==> src/rtl/pm_load_pkg.sv <==
// Shared types and defaults for the program-memory load arbiter.
package pm_load_pkg;

  localparam int ADDR_W_DEF  = 8;
  localparam int DATA_W_DEF  = 8;
  // Wide enough for any legal flush length (1..15).
  localparam int FLUSH_CNT_W = 4;

  // Port ownership phases: fetch owns the port only in RUN.
  typedef enum logic [1:0] {
    RUN   = 2'd0,
    DRAIN = 2'd1,
    LOAD  = 2'd2,
    FLUSH = 2'd3
  } state_e;

endpackage

==> src/rtl/pm_write_port.sv <==
// Program-memory write register stage plus the fetch pass-through mux.
module pm_write_port
  import pm_load_pkg::*;
#(
  parameter int ADDR_W = ADDR_W_DEF,
  parameter int DATA_W = DATA_W_DEF
) (
  input  logic              clk,
  input  logic              reset,
  input  logic              pass,
  input  logic [ADDR_W-1:0] cpu_pm_address,
  input  logic              wr_en,
  input  logic [ADDR_W-1:0] wr_addr,
  input  logic [DATA_W-1:0] wr_data,
  output logic [ADDR_W-1:0] pm_address,
  output logic [DATA_W-1:0] pm_wdata,
  output logic              pm_we
);

  logic              we_q;
  logic [ADDR_W-1:0] addr_q;
  logic [DATA_W-1:0] wdata_q;

  // An accepted byte becomes a write one cycle later; address/data hold between writes.
  always_ff @(posedge clk or negedge reset) begin
    if (!reset) begin
      we_q    <= 1'b0;
      addr_q  <= '0;
      wdata_q <= '0;
    end else begin
      we_q <= wr_en;
      if (wr_en) begin
        addr_q  <= wr_addr;
        wdata_q <= wr_data;
      end
    end
  end

  // Fetch sees the memory directly while it owns the port; no added latency.
  assign pm_address = pass ? cpu_pm_address : addr_q;
  assign pm_wdata   = wdata_q;
  assign pm_we      = we_q;

endmodule

==> src/rtl/pm_load_arbiter.sv <==
// Shares the program-memory port between fetch and an external byte loader.
module pm_load_arbiter
  import pm_load_pkg::*;
#(
  parameter int ADDR_W       = ADDR_W_DEF,
  parameter int DATA_W       = DATA_W_DEF,
  parameter int FLUSH_CYCLES = 2
) (
  input  logic              clk,
  input  logic              reset,
  input  logic              load_req,
  input  logic [ADDR_W-1:0] load_len,
  input  logic              ld_valid,
  input  logic [DATA_W-1:0] ld_data,
  output logic              ld_ready,
  input  logic [ADDR_W-1:0] cpu_pm_address,
  output logic [ADDR_W-1:0] pm_address,
  output logic [DATA_W-1:0] pm_wdata,
  output logic              pm_we,
  output logic              cpu_hold,
  output logic              busy,
  output logic              load_done
);

  state_e                 state_q, state_d;
  // One extra bit so a zero length means a full-depth load.
  logic [ADDR_W:0]        rem_q;
  logic [ADDR_W-1:0]      ptr_q;
  logic [FLUSH_CNT_W-1:0] flush_q;
  logic                   done_q;
  logic                   accept;
  logic                   last;
  logic                   start;

  assign start  = (state_q == RUN) && load_req;
  assign accept = (state_q == LOAD) && ld_valid;
  assign last   = accept && (rem_q == (ADDR_W+1)'(1));

  // State register.
  always_ff @(posedge clk or negedge reset) begin
    if (!reset) state_q <= RUN;
    else        state_q <= state_d;
  end

  // Next-state and handshake outputs.
  always_comb begin
    state_d  = state_q;
    ld_ready = 1'b0;
    case (state_q)
      RUN:   if (load_req) state_d = DRAIN;
      // One idle held cycle lets an in-flight fetch retire before the port is taken.
      DRAIN: state_d = LOAD;
      LOAD: begin
        ld_ready = 1'b1;
        if (last) state_d = FLUSH;
      end
      FLUSH: if (flush_q == '0) state_d = RUN;
      default: state_d = RUN;
    endcase
  end

  assign cpu_hold  = (state_q != RUN);
  assign busy      = (state_q != RUN);
  assign load_done = done_q;

  // Byte pointer and remaining count; pointer wraps naturally for full-depth loads.
  always_ff @(posedge clk or negedge reset) begin
    if (!reset) begin
      rem_q <= '0;
      ptr_q <= '0;
    end else if (start) begin
      rem_q <= {(load_len == '0), load_len};
      ptr_q <= '0;
    end else if (accept) begin
      rem_q <= rem_q - 1'b1;
      ptr_q <= ptr_q + 1'b1;
    end
  end

  // Flush countdown: loaded on the final accept so FLUSH lasts exactly FLUSH_CYCLES.
  always_ff @(posedge clk or negedge reset) begin
    if (!reset) begin
      flush_q <= '0;
    end else if (last) begin
      flush_q <= FLUSH_CNT_W'(FLUSH_CYCLES - 1);
    end else if ((state_q == FLUSH) && (flush_q != '0)) begin
      flush_q <= flush_q - 1'b1;
    end
  end

  // Completion pulse lands in the first RUN cycle; an aborted load never raises it.
  always_ff @(posedge clk or negedge reset) begin
    if (!reset) done_q <= 1'b0;
    else        done_q <= (state_q == FLUSH) && (flush_q == '0);
  end

  pm_write_port #(
    .ADDR_W (ADDR_W),
    .DATA_W (DATA_W)
  ) u_wport (
    .clk            (clk),
    .reset          (reset),
    .pass           (state_q == RUN),
    .cpu_pm_address (cpu_pm_address),
    .wr_en          (accept),
    .wr_addr        (ptr_q),
    .wr_data        (ld_data),
    .pm_address     (pm_address),
    .pm_wdata       (pm_wdata),
    .pm_we          (pm_we)
  );

endmodule
==> config.mk <==
export PLATFORM = sky130hd
export DESIGN_NAME = pm_load_arbiter
export DESIGN_NICKNAME = d
export VERILOG_FILES = /design/src/rtl/pm_load_pkg.sv /design/src/rtl/pm_write_port.sv /design/src/rtl/pm_load_arbiter.sv
export SDC_FILE = /design/constraint.sdc
export NUM_CORES = 1
export LEC_CHECK = 0
export ABC_AREA = 1
export BUFFER_PORTS_ARGS = -buffer_cell sky130_fd_sc_hd__buf_2
export CORE_MARGIN = 2
export CORE_UTILIZATION = 38
export CTS_BUF_LIST = sky130_fd_sc_hd__clkbuf_8
export CTS_CLUSTER_DIAMETER = 30
export DETAILED_ROUTE_END_ITERATION = 16
export HOLD_SLACK_MARGIN = 0.1
export PLACE_DENSITY = 0.7
export SLEW_MARGIN = 20
export SYNTH_ARGS = -nofsm -noshare
export SYNTH_HDL_FRONTEND = slang
export SYNTH_SLANG_ARGS = --single-unit
==> constraint.sdc <==
create_clock -name clk -period 1.5 [get_ports clk]
set_input_delay 0.45 -clock clk [delete_from_list [all_inputs] [get_ports clk]]
set_output_delay 0.45 -clock clk [all_outputs]
set_load 0.02 [all_outputs]
Word-level counts from Yosys, hierarchy flattened
Cells that the tools add are included.
{"block": "word_totals", "output_inout_bits": 21, "regBits": 41, "in_bits": 28, "wordCells": 43}
{"block": "classes", "muxes": 12, "n_eq_ne": 7, "reduce_logical": 13, "n_addsub": 3}
{"cell": "2-to-1 mux 8 bit", "n": 3}
{"cell": "2-to-1 mux 9 bit", "n": 2}
{"cell": "equality test 9 x 1 -> 1 bit (second input constant)", "n": 1}
{"cell": "subtractor 9 x 1 -> 9 bit (second input constant)", "n": 1}
{"cell": "adder 8 x 1 -> 8 bit (second input constant)", "n": 1}
{"cell": "logical NOT 8 bit", "n": 1}
{"cell": "2-to-1 mux 4 bit", "n": 2}
{"cell": "case mux 2 bit (4 select lines)", "n": 1}
{"cell": "2-to-1 mux 2 bit", "n": 3}
{"cell": "inequality test 2 bit (second input constant)", "n": 3}
{"cell": "nonzero test 2 bit", "n": 3}
{"cell": "logical AND 1 bit", "n": 5}
{"cell": "equality test 2 bit (second input constant)", "n": 2}
{"cell": "logical NOT 4 bit", "n": 1}
{"cell": "nonzero test 4 bit", "n": 1}
{"cell": "subtractor 4 x 1 -> 4 bit (second input constant)", "n": 1}
{"cell": "AND reduction 3 bit", "n": 1}
{"cell": "equality test 2 x 1 -> 1 bit (second input constant)", "n": 1}
{"cell": "logical NOT 2 bit", "n": 1}
{"cell": "2-to-1 mux 1 bit", "n": 1}

Depth between registers and ports, before layout
{"block": "logic_depth", "ltp_word": 5, "ltp_mapped": 10, "mapped_depth_nobuf": 10}

Cells and area by module
From an unflattened synthesis, not the netlist that was laid out.
{"block": "unflattened", "cells_unflattened": 292, "hier_area_um2": 2219.6}
{"module": "pm_load_arbiter", "area_each_um2": 1433.9, "seq_area_each_um2": 600.6, "n_inst": 1, "cells_per_inst": 197}
{"module": "pm_write_port", "area_each_um2": 785.8, "seq_area_each_um2": 425.4, "n_inst": 1, "cells_per_inst": 95}

Worst setup path after synthesis
No wires, ideal clock.
{"block": "synth_timing", "kind": "flip-flop to output port", "start": "register state_q[0]", "end": "output port pm_address[0]", "stages_incl_launch_ff": 5, "arrival_time_ns": 1.309, "n_path_buf": 1, "required_time_ns": 1.050, "slack_ns": -0.259, "cell_sequence": "dfrtp_1 -> inv_1 -> ha_1 -> clkbuf_1 -> o21ai_0"}
{"block": "synth_via", "elab_chain_cells": 2}
{"item": "start, declared", "line": "pm_load_arbiter.sv:25", "rtl": "state_e state_q, state_d;"}
{"item": "start signal, assigned", "line": "pm_load_arbiter.sv:42", "rtl": "else state_q <= state_d;"}
{"item": "logical NOT 2 bit", "line": "pm_load_arbiter.sv:103", "rtl": ".pass (state_q == RUN),"}
{"item": "2-to-1 mux 8 bit", "line": "pm_write_port.sv:40", "rtl": "assign pm_address = pass ? cpu_pm_address : addr_q;"}
{"item": "end, declared", "line": "pm_load_arbiter.sv:17", "rtl": "output logic [ADDR_W-1:0] pm_address,"}
Every way passes these cells.

Worst setup path after layout
{"block": "layout_timing", "start": "register state_q[0]", "end": "output port pm_address[4]"}
Same word-level chain as after synthesis.

==> results.sh <==
export IMPL_die_h_um=78.9
export IMPL_die_w_um=78.9
export IMPL_htreeDepth=2
export IMPL_synthesis_nets=313
export IMPL_numClockSinks=41
export IMPL_diodes=0
export IMPL_io_pins=49
export IMPL_ant_nets=0
export IMPL_cts_buffer_depth=2
export IMPL_min_period_ps=1760
export IMPL_drive_above_1_share=0.362
export IMPL_drtIter0Drc=82
export IMPL_fill_cells=498
export IMPL_cts_tree="yes"
export IMPL_cp_cell_sequence="inv_2, ha_4, clkinv_4, nand2_1, nand2_1, buf_6"
export IMPL_arrival_ps=1310
export IMPL_cp_start_kind="flop"
export IMPL_layout_common_cells="87 x nand2_1, 41 x dfrtp_1, 37 x buf_2, 29 x inv_1, 19 x buf_4"
export IMPL_dp_cells=409
export IMPL_grt_max_degree=42
export IMPL_io_buffer_count=48
export IMPL_syn_inst=278
export IMPL_vias_per_cell=4.72
export IMPL_violations="negative setup slack"
export IMPL_grt_pass1_vias=1873
export IMPL_fmax_mhz=568
export IMPL_cts_buffers_inserted=5
export IMPL_rsz0062_at_grt="yes"
export IMPL_finalHoldViolations=0
export IMPL_critPathMaxFanout=10
export IMPL_met2_usage=0.291
export IMPL_fp_coreArea_um2=5470
export IMPL_ir_worst_vdd_mv=1.10
export IMPL_num_rows=27
export IMPL_setup_violations=23
export IMPL_route_detailed_drc=0
export IMPL_grt_pass1_wl_mm=8.32
export IMPL_ys_seq_area_frac=0.481
export IMPL_path_class="flop to output pin"
export IMPL_synth_warnings=0
export IMPL_ys_seq_elements=41
export IMPL_synth_area_um2=2130
export IMPL_fin_nets=388
export IMPL_clkLatencyLatePin_ps=300
export IMPL_critPathCaptureType="output pin"
export IMPL_fin_tns_setup_ps=-2900
export IMPL_critPathMostFrequentCell="nand2_1"
export IMPL_crit_family="flip-flops"
export IMPL_area_delta_synth_final_pct=44.1
export IMPL_finalCritPeriodShare=1.17
export IMPL_slowest_delay_ps=390
export IMPL_finalWorstSetupSlack_ps=-261
export IMPL_drt_wl_total_mm=5.07
export IMPL_path_buf_inv=3
export IMPL_yosysUniqueCellTypes=26
export IMPL_maxCapViolCount=0
export IMPL_place_gp_congestion=0.814
export IMPL_antenna_found_initial=0
export IMPL_worst_slew_pin_slew_ps=293
export IMPL_gr_usage_met3=0.0386
export IMPL_dp_hpwl_mm=3.48
export IMPL_slowest_stage="dfrtp_1"
export IMPL_hold_class="input port to asynchronous set/reset pin"
export IMPL_layout_commonest_cell="nand2_1"
export IMPL_vias=2009
export IMPL_grt_total_usage=0.170
export IMPL_finClkSkew_ps=8.10
export IMPL_root_buffer="clkbuf_8"
export IMPL_slew_viol_final=0
export IMPL_grt_busiest_layer="met2"
export IMPL_start_util=0.390
export IMPL_overflow=0
export IMPL_fin_cells=426
export IMPL_p_leak_nw=1.61
export IMPL_clkTransAtPathRegs_ps=80
export IMPL_die_area_um2=6230
export IMPL_use_met1=0.210
export IMPL_avgSynthCellArea_um2=7.67
export IMPL_p_per_area_nw_per_um2=2000
export IMPL_status="finished, violations left"
export IMPL_preCtsSetupSlack_ps=-110
export IMPL_max_slew_margin_rel=0.803
export IMPL_avgRoutedWirePerCell_um=11.9
export IMPL_first_pass_iters=4
export IMPL_crit_required_ps=1050
-- path summary, 6_finish.rpt --
check	endpoint	slack, ps	from	cells past startpoint
setup reg to reg	rem_q[5]	-100	state_q[0]	10
setup / recovery	pm_address[4]	-260	state_q[0]	6
hold / removal	rem_q[5]	100	reset	2
hold reg to reg	u_wport.pm_wdata[6]	480	u_wport.pm_wdata[6]	2
min in group clk	u_wport.pm_wdata[7]	350	ld_data[7]	3
max in group asynchronous	u_wport.addr_q[4]	1190	reset	2
-- cell usage after synthesis (all sizes together) --
cell / n / area [um2]
nand2: 102 / 398
dfrtp: 41 / 1030
clkbuf: 3 / 11.3
nor2: 21 / 83.8
a31oi: 1 / 6.26
inv: 36 / 138
o21bai: 1 / 7.51
nand4: 2 / 12.5
clkinv: 1 / 3.75
a22oi: 1 / 7.51
ha: 7 / 87.6
o21ai: 16 / 80.1
xor2: 2 / 17.5
nand3: 21 / 110
nor3: 9 / 56.3
buf: 3 / 17.5
o221ai: 2 / 17.5
o211ai: 3 / 22.5
a21oi: 6 / 30.0
-- routing by layer --
metal  vias up  routed length [um]
met5         -                   0
met4         0                 114
met3        11                 245
met2        55                2470
met1       914                2250
li1       1029                   -
-- layout make-up --
class | instances | area [um2] | share of cell area
repair buffers | 74 | 542 | 0.176
multi-input cells | 194 | 1120 | 0.365
flip-flops and latches | 41 | 1030 | 0.334
well taps | 72 | 90.1 | 0.0293
clock buffers | 5 | 68.8 | 0.0224
clock inverters | 3 | 65.1 | 0.0212
inverters | 37 | 159 | 0.0517
-- logic make-up (layout without fill, tap and decap cells) --
family / Yosys count / in the layout / share of synthesized area
AND/OR/NAND/NOR: 155 / 155 / 0.310
buffers and inverters: 43 / 119 / 0.0798
flip-flops: 41 / 41 / 0.481
AO/OA/AOI/OAI: 30 / 30 / 0.0804
adder cells (fa/ha/maj): 7 / 7 / 0.0411
XOR/XNOR: 2 / 2 / 0.00821
-- per-stage QoR --
step / hold slack [ps] / power [mW] / area, um2 / utilization
detailed placement: 441 / 4.26 / 2580 / 0.472
global route: 119 / 6.58 / 3070 / 0.562
global placement: 437 / 4.19 / 2580 / 0.472
floorplan: 154 / 3.41 / 2140 / -
finish: 104 / 6.14 / 3070 / 0.562
CTS: 118 / 5.65 / 2830 / 0.517
-- flip-flops by register name (all words and copies together) (netlist names) --
register,count
rem_q,9
load_done,1
state_q,2
u_wport.addr_q,8
u_wport.pm_wdata,8
flush_q,4
u_wport.pm_we,1
ptr_q,8
-- power breakdown --
group	leakage, nW	switching (mW)	internal (mW)
Sequential	0.526	0.254	1.50
Combinational	1.01	1.91	1.42
Clock	0.0681	0.391	0.661
-- repair_timing --
item,CTS,global route
hold buffers,0,0
buffers inserted,2,7
cloned,1,0
pin swaps,4,12
endpoints found under the setup margin,21,26
gates resized for setup,29,55
No activity file was read; power rests on OpenSTA's default activity.
